<file path="src/rtl/fetch_unit_pkg.sv">
// Shared types and constants for the instruction fetch stage.
package fetch_unit_pkg;

    typedef enum logic {
        FETCH_ST = 1'b0,
        HALT_ST  = 1'b1
    } state_t;

    // All-zero word marks the end of the program.
    localparam logic [31:0] END_INSTR  = 32'h0;
    localparam int unsigned WORD_BYTES = 4;

endpackage

</file>
<file path="src/rtl/fetch_unit_fifo.sv">
// Show-ahead FIFO: head entry is visible on rdata whenever count is nonzero.
module fetch_fifo #(
    parameter int unsigned WIDTH = 44,
    parameter int unsigned DEPTH = 4
) (
    input  logic                   clk,
    input  logic                   rst_n,
    input  logic                   clear,
    input  logic                   push,
    input  logic [WIDTH-1:0]       wdata,
    input  logic                   pop,
    output logic [WIDTH-1:0]       rdata,
    output logic [$clog2(DEPTH):0] count
);
    localparam int unsigned AW = $clog2(DEPTH);
    localparam int unsigned CW = AW + 1;

    logic [WIDTH-1:0] mem [DEPTH];
    logic [AW-1:0]    wr_ptr;
    logic [AW-1:0]    rd_ptr;
    logic             do_push;
    logic             do_pop;

    assign do_pop  = pop && (count != '0);
    assign do_push = push && ((count != CW'(DEPTH)) || do_pop);
    assign rdata   = mem[rd_ptr];

    // Pointers wrap naturally because DEPTH is a power of two.
    always_ff @(posedge clk or negedge rst_n) begin
        if (!rst_n) begin
            wr_ptr <= '0;
            rd_ptr <= '0;
            count  <= '0;
        end else if (clear) begin
            wr_ptr <= '0;
            rd_ptr <= '0;
            count  <= '0;
        end else begin
            if (do_push) wr_ptr <= wr_ptr + AW'(1);
            if (do_pop)  rd_ptr <= rd_ptr + AW'(1);
            count <= count + CW'(do_push) - CW'(do_pop);
        end
    end

    always_ff @(posedge clk or negedge rst_n) begin
        if (!rst_n) begin
            for (int unsigned i = 0; i < DEPTH; i++) mem[i] <= '0;
        end else if (do_push && !clear) begin
            mem[wr_ptr] <= wdata;
        end
    end

endmodule

</file>
<file path="src/rtl/fetch_unit.sv">
// Instruction fetch stage: owns the PC, issues word reads, queues returns for decode.
module fetch_unit
    import fetch_unit_pkg::*;
#(
    parameter int unsigned         PC_WIDTH    = 12,
    parameter int unsigned         INSTR_WIDTH = 32,
    parameter int unsigned         QUEUE_DEPTH = 4,
    parameter logic [PC_WIDTH-1:0] RESET_PC    = '0
) (
    input  logic                   clk,
    input  logic                   rst_n,
    output logic                   imem_req,
    output logic [PC_WIDTH-1:0]    imem_addr,
    input  logic [INSTR_WIDTH-1:0] imem_rdata,
    input  logic                   flush,
    input  logic [PC_WIDTH-1:0]    flush_pc,
    output logic                   valid_out,
    input  logic                   ready_in,
    output logic [PC_WIDTH-1:0]    pc_out,
    output logic [INSTR_WIDTH-1:0] instr_out,
    output logic                   done
);
    localparam int unsigned CW = $clog2(QUEUE_DEPTH) + 1;
    localparam int unsigned OW = CW + 1;
    localparam int unsigned EW = PC_WIDTH + INSTR_WIDTH;

    state_t              state;
    state_t              state_nx;
    logic [PC_WIDTH-1:0] pc;
    logic [PC_WIDTH-1:0] pc_nx;
    logic [PC_WIDTH-1:0] addr_q;
    logic [PC_WIDTH-1:0] addr_nx;
    logic [PC_WIDTH-1:0] ret_pc;
    logic [PC_WIDTH-1:0] redirect;
    logic                req_q;
    logic                req_nx;
    logic                inflight;
    logic                end_word;
    logic                halt_hit;
    logic                push;
    logic                pop;
    logic [CW-1:0]       count;
    logic [OW-1:0]       occ_nx;
    logic [EW-1:0]       head;

    assign end_word = (imem_rdata == INSTR_WIDTH'(END_INSTR));
    assign halt_hit = !flush && inflight && (state == FETCH_ST) && end_word;
    assign push     = !flush && inflight && (state == FETCH_ST) && !end_word;
    assign pop      = !flush && valid_out && ready_in;
    assign redirect = flush_pc & ~PC_WIDTH'(WORD_BYTES - 1);

    // A pending request is withdrawn when flushing or when the end word arrives.
    assign imem_req  = req_q && !flush && !halt_hit;
    assign imem_addr = addr_q;

    assign valid_out = (count != '0);
    assign done      = (state == HALT_ST) && (count == '0) && !inflight;
    assign pc_out    = head[EW-1:INSTR_WIDTH];
    assign instr_out = head[INSTR_WIDTH-1:0];

    // Occupancy after this edge, counting the word requested this cycle.
    assign occ_nx = OW'(count) + OW'(push) + OW'(imem_req) - OW'(pop);

    always_comb begin
        state_nx = state;
        req_nx   = 1'b0;
        addr_nx  = addr_q;
        pc_nx    = pc;
        if (flush) begin
            state_nx = FETCH_ST;
            req_nx   = 1'b1;
            addr_nx  = redirect;
            pc_nx    = redirect + PC_WIDTH'(WORD_BYTES);
        end else begin
            if (halt_hit) state_nx = HALT_ST;
            if ((state_nx == FETCH_ST) && (occ_nx < OW'(QUEUE_DEPTH))) begin
                req_nx  = 1'b1;
                addr_nx = pc;
                pc_nx   = pc + PC_WIDTH'(WORD_BYTES);
            end
        end
    end

    always_ff @(posedge clk or negedge rst_n) begin
        if (!rst_n) begin
            state    <= FETCH_ST;
            pc       <= RESET_PC;
            addr_q   <= RESET_PC;
            req_q    <= 1'b0;
            inflight <= 1'b0;
            ret_pc   <= '0;
        end else begin
            state    <= state_nx;
            pc       <= pc_nx;
            addr_q   <= addr_nx;
            req_q    <= req_nx;
            inflight <= imem_req;
            ret_pc   <= imem_addr;
        end
    end

    fetch_fifo #(
        .WIDTH (EW),
        .DEPTH (QUEUE_DEPTH)
    ) u_fifo (
        .clk   (clk),
        .rst_n (rst_n),
        .clear (flush),
        .push  (push),
        .wdata ({ret_pc, imem_rdata}),
        .pop   (pop),
        .rdata (head),
        .count (count)
    );

endmodule

</file>
<file path="config.mk">
export PLATFORM = sky130hd
export DESIGN_NAME = fetch_unit
export DESIGN_NICKNAME = d
export VERILOG_FILES = /design/src/rtl/fetch_unit_pkg.sv /design/src/rtl/fetch_unit_fifo.sv /design/src/rtl/fetch_unit.sv
export SDC_FILE = /design/constraint.sdc
export NUM_CORES = 1
export LEC_CHECK = 0
export ABC_AREA = 1
export CAP_MARGIN = 20
export CORE_MARGIN = 2
export CORE_UTILIZATION = 32
export DETAILED_ROUTE_END_ITERATION = 16
export DONT_BUFFER_PORTS = 1
export GPL_ROUTABILITY_DRIVEN = 0
export GPL_TIMING_DRIVEN = 0
export HOLD_SLACK_MARGIN = 0.06
export PLACE_DENSITY_LB_ADDON = 0.05
export SETUP_SLACK_MARGIN = 0.3
export SYNTH_ARGS = -nofsm -noshare
export SYNTH_HDL_FRONTEND = slang
export SYNTH_SLANG_ARGS = --single-unit
</file>
<file path="constraint.sdc">
create_clock -name clk -period 6.35 [get_ports clk]
set_input_delay 0.635 -clock clk [delete_from_list [all_inputs] [get_ports clk]]
set_output_delay 0.635 -clock clk [all_outputs]
set_load 0.01 [all_outputs]
</file>
==> metrics.txt <==
# TYPE chip_impl_metric gauge
chip_impl_metric{name="irDropWorstVdd",unit="V"} 0.000193
chip_impl_metric{name="clk-insertion-delay-late",unit="ns"} 0.53
chip_impl_metric{name="yosysWarningCount",unit=""} 0
chip_impl_metric{name="design.core.area",unit="µm²"} 29500
chip_impl_metric{name="report.final.setup_viol",unit=""} 0
chip_impl_metric{name="clock.fmax",unit="GHz"} 0.299
chip_impl_metric{name="clkSinkCount",unit=""} 208
chip_impl_metric{name="vias",unit=""} 6555
chip_impl_metric{name="register_area",unit="µm²"} 5200
chip_impl_metric{name="grt_antenna_before_repair",unit=""} 0
chip_impl_info{name="timing.rr.start",value="u_fifo.count[1]"} 1
chip_impl_metric{name="cap_viol_max_count",unit=""} 0
chip_impl_metric{name="avgRoutedWirePerCell",unit="µm"} 20.0
chip_impl_metric{name="timing.final.crit_period",unit="ns"} 3.35
chip_impl_metric{name="timing.slew.headroom",unit="%"} 26.6
chip_impl_metric{name="synth_cells",unit=""} 866
chip_impl_metric{name="port_buffers",unit=""} 0
chip_impl_metric{name="die_h",unit="µm"} 176
chip_impl_info{name="setup_crit_start",value="u_fifo.rd_ptr[0]"} 1
chip_impl_info{name="synthMostInstantiatedCell",value="dfrtp_1"} 1
chip_impl_info{name="cts_root_buf",value="clkbuf_16"} 1
chip_impl_metric{name="critical_path_arrival",unit="ns"} 2.72
chip_impl_metric{name="share_of_layout_cells_above_drive_strength_1",unit="%"} 27.6
chip_impl_metric{name="maximum_fanout_encountered_on_the_critical_timing_path",unit=""} 10
chip_impl_metric{name="detailedPlacementHpwl",unit="mm"} 17.1
chip_impl_metric{name="synth.avg_cell_area",unit="µm²"} 11.0
chip_impl_info{name="worst_hold_path_type",value="in2async"} 1
chip_impl_metric{name="floorplan.initialDensity",unit="%"} 32.3
chip_impl_metric{name="setup.reg_to_reg.worst_slack",unit="ns"} 3.66
chip_impl_metric{name="min_period_over_period",unit="%"} 52.8
chip_impl_metric{name="num_io_pins",unit=""} 107
chip_impl_metric{name="tightest_slew",unit="ns"} 1.10
chip_impl_metric{name="placedInstanceArea",unit="µm²"} 10000
chip_impl_metric{name="number_of_hold_violations_in_the_final_report",unit=""} 0
chip_impl_metric{name="area_of_the_mapped_netlist",unit="µm²"} 9510
chip_impl_info{name="regToRegEndpoint",value="pc[6]"} 1
chip_impl_metric{name="final-instance-count-excl-fill",unit=""} 1307
chip_impl_metric{name="numCtsBuffers",unit=""} 26
chip_impl_metric{name="synthDistinctLibCells",unit=""} 27
chip_impl_metric{name="dp.cells",unit=""} 1259
chip_impl_metric{name="finish.utilization",unit="%"} 37.1
chip_impl_metric{name="drt_drc_violations_left",unit=""} 0
chip_impl_info{name="crit_path_end_kind",value="primary output"} 1
chip_impl_metric{name="power.density",unit="nW/µm²"} 498
chip_impl_info{name="rsz_0062_raised_after_global_routing",value="no"} 1
chip_impl_metric{name="net_count_of_the_finished_layout",unit=""} 958
chip_impl_metric{name="timing.critical_path.required",unit="ns"} 5.71
chip_impl_metric{name="grt_max_degree",unit=""} 209
chip_impl_metric{name="grt_pass1_wl",unit="mm"} 41.5
chip_impl_metric{name="footprint_of_the_multi_input_gates",unit="µm²"} 3890
chip_impl_metric{name="finalMaxSlewViolations",unit=""} 0
chip_impl_metric{name="path_clk_slew",unit="ns"} 0.06
chip_impl_info{name="postSynth.topFlopCell",value="dfrtp_1"} 1
chip_impl_metric{name="syn2layout_area_growth",unit="%"} 14.9
chip_impl_metric{name="number_of_enable_type_register_cells_in_the_synthesized_netlist",unit=""} 0
chip_impl_info{name="result_of_the_run",value="completed"} 1
chip_impl_info{name="cell_taking_the_most_area_after_synthesis",value="dfrtp_1"} 1
chip_impl_info{name="crit_path_launch_type",value="flip-flop"} 1
chip_impl_metric{name="cts_htree_levels",unit=""} 1
chip_impl_info{name="synth_top_cells_by_count",value="dfrtp_1 (208), mux2_2 (168), nor2_1 (119)"} 1
chip_impl_metric{name="finClkSkew",unit="ns"} 0.0104
chip_impl_metric{name="cts_resized",unit=""} 0
chip_impl_metric{name="final.fill_count",unit=""} 2933
chip_impl_metric{name="route.antenna.remaining_nets",unit=""} 0
chip_impl_info{name="synthTopCellsByArea",value="dfrtp_1 (55%), mux2_2 (20%), o21ai_0 (4.8%)"} 1
chip_impl_metric{name="drtIter0Drc",unit=""} 364
chip_impl_metric{name="fin_setup_tns",unit="ns"} 0
chip_impl_metric{name="p_leak",unit="nW"} 5.03
chip_impl_metric{name="yosys_register_bits",unit=""} 208
chip_impl_metric{name="synthDominantCellAreaShare",unit="%"} 54.7
chip_impl_metric{name="buffer_levels_on_the_longest_clock_path",unit=""} 3
chip_impl_metric{name="dr_vias_cell",unit=""} 5.02
chip_impl_metric{name="rr_worst_depth",unit=""} 17
chip_impl_metric{name="design.die.area",unit="µm²"} 31100
chip_impl_metric{name="rows",unit=""} 63
chip_impl_metric{name="grt_util_all_layers",unit="%"} 17.1
chip_impl_metric{name="fraction_of_the_yosys_area_taken_by_sequential_cells",unit="%"} 54.7
chip_impl_info{name="critPathKind",value="reg2out"} 1
chip_impl_metric{name="chip_width",unit="µm"} 176
chip_impl_metric{name="routed_wirelength",unit="mm"} 26.1
chip_impl_info{name="capturing_element_of_the_worst_setup_path",value="pc_out[2]"} 1
chip_impl_metric{name="grt_pass1_vias",unit=""} 7071
chip_impl_metric{name="postLayoutCellArea",unit="µm²"} 10900
chip_impl_metric{name="async_reset_ff_share",unit="%"} 100
chip_impl_info{name="tritoncts",value="built"} 1
chip_impl_metric{name="grt_overflow",unit=""} 0
chip_impl_metric{name="insertedDiodeCount",unit=""} 0
chip_impl_metric{name="detail_route.first_pass.iterations",unit=""} 7
==> area by class of cell <==
type | instances | area share, %
repair buffers | 1 | 0.252
clock inverters | 9 | 0.962
multi-input cells | 574 | 35.6
clock buffers | 38 | 7.20
flip-flops and latches | 208 | 47.6
well taps | 390 | 4.47
inverters | 32 | 1.10
plain buffers | 55 | 2.78
==> flip-flops by register name, summed over array words and instances, names as in the netlist, 2 cells and up <==
| signal | flops |
|---|---|
| u_fifo.mem | 168 |
| u_fifo.count | 3 |
| u_fifo.rd_ptr | 2 |
| imem_addr | 10 |
| ret_pc | 10 |
| u_fifo.wr_ptr | 2 |
| pc | 10 |
==> cells by family (layout without fill, tap and decap cells) <==
| logic type | Yosys count | in the layout | synth area share, % |
|---|---|---|---|
| XOR/XNOR | 10 | 10 | 0.921 |
| buffers and inverters | 87 | 135 | 4.46 |
| flip-flops | 208 | 208 | 54.7 |
| AO/OA/AOI/OAI | 138 | 138 | 7.88 |
| multiplexers | 168 | 168 | 19.9 |
| adder cells (fa/ha/maj) | 12 | 12 | 1.66 |
| AND/OR/NAND/NOR | 242 | 242 | 10.4 |
| other | 1 | 4 | 0.0394 |
==> through the flow <==
stage	hold WS [ns]	worst slack [ns]	power [mW]
after detailed placement	0.348	3.17	3.95
after CTS	0.230	2.97	5.52
final	0.177	3.00	5.44
after global routing	0.226	2.78	5.81
after global placement	0.349	3.17	3.87
after floorplan	0.339	3.80	3.42
==> report_power, final <==
group          total (mW)  switching, mW  internal, mW
combinational        1.70          0.996         0.700
clock                1.51          0.575         0.938
sequential           2.23          0.342          1.89
total                5.44           1.91          3.53
==> metal layers <==
metal | track usage (%) | vias to the layer above | wire length (µm)
li1 | - | 3014 | -
met2 | 28.5 | 151 | 12500
met4 | 5.51 | 0 | 806
met5 | 0 | - | 0
met1 | 22.1 | 3333 | 11400
met3 | 3.88 | 57 | 1350
==> worst min path at each step <==
stage,start,endpoint,cells after the start
final,rst_n,u_fifo.mem[149],1
after global routing,imem_rdata[25],u_fifo.mem[25],1
after CTS,imem_rdata[25],u_fifo.mem[25],1
after detailed placement,rst_n,u_fifo.mem[149],0
after global placement,rst_n,u_fifo.mem[149],0
after floorplan,rst_n,imem_addr[10],0
==> worst max-delay path, stage by stage, from the launching register on <==
cell,delay [ns]
dfrtp_1,0.46
inv_1,0.13
clkbuf_1,0.48
clkbuf_1,0.57
nor2_1,0.08
o22ai_1,0.47
==> placed cells by master (no fill, tap or decap), types with 8 or more instances in the layout <==
cell	instances
clkbuf_16	27
nand3_1	28
nor2_1	119
inv_1	31
xor2_1	8
ha_1	11
mux2_2	168
o22ai_1	42
dfrtp_1	208
o21ai_0	91
buf_4	21
clkbuf_1	33
nand2_1	77
==> what timing repair did <==
action,4_1_cts,5_1_grt
hold buffers,1,0
setup buffers,0,0
endpoints found under the hold margin,208,0
Power figures use the tool's default switching activity.
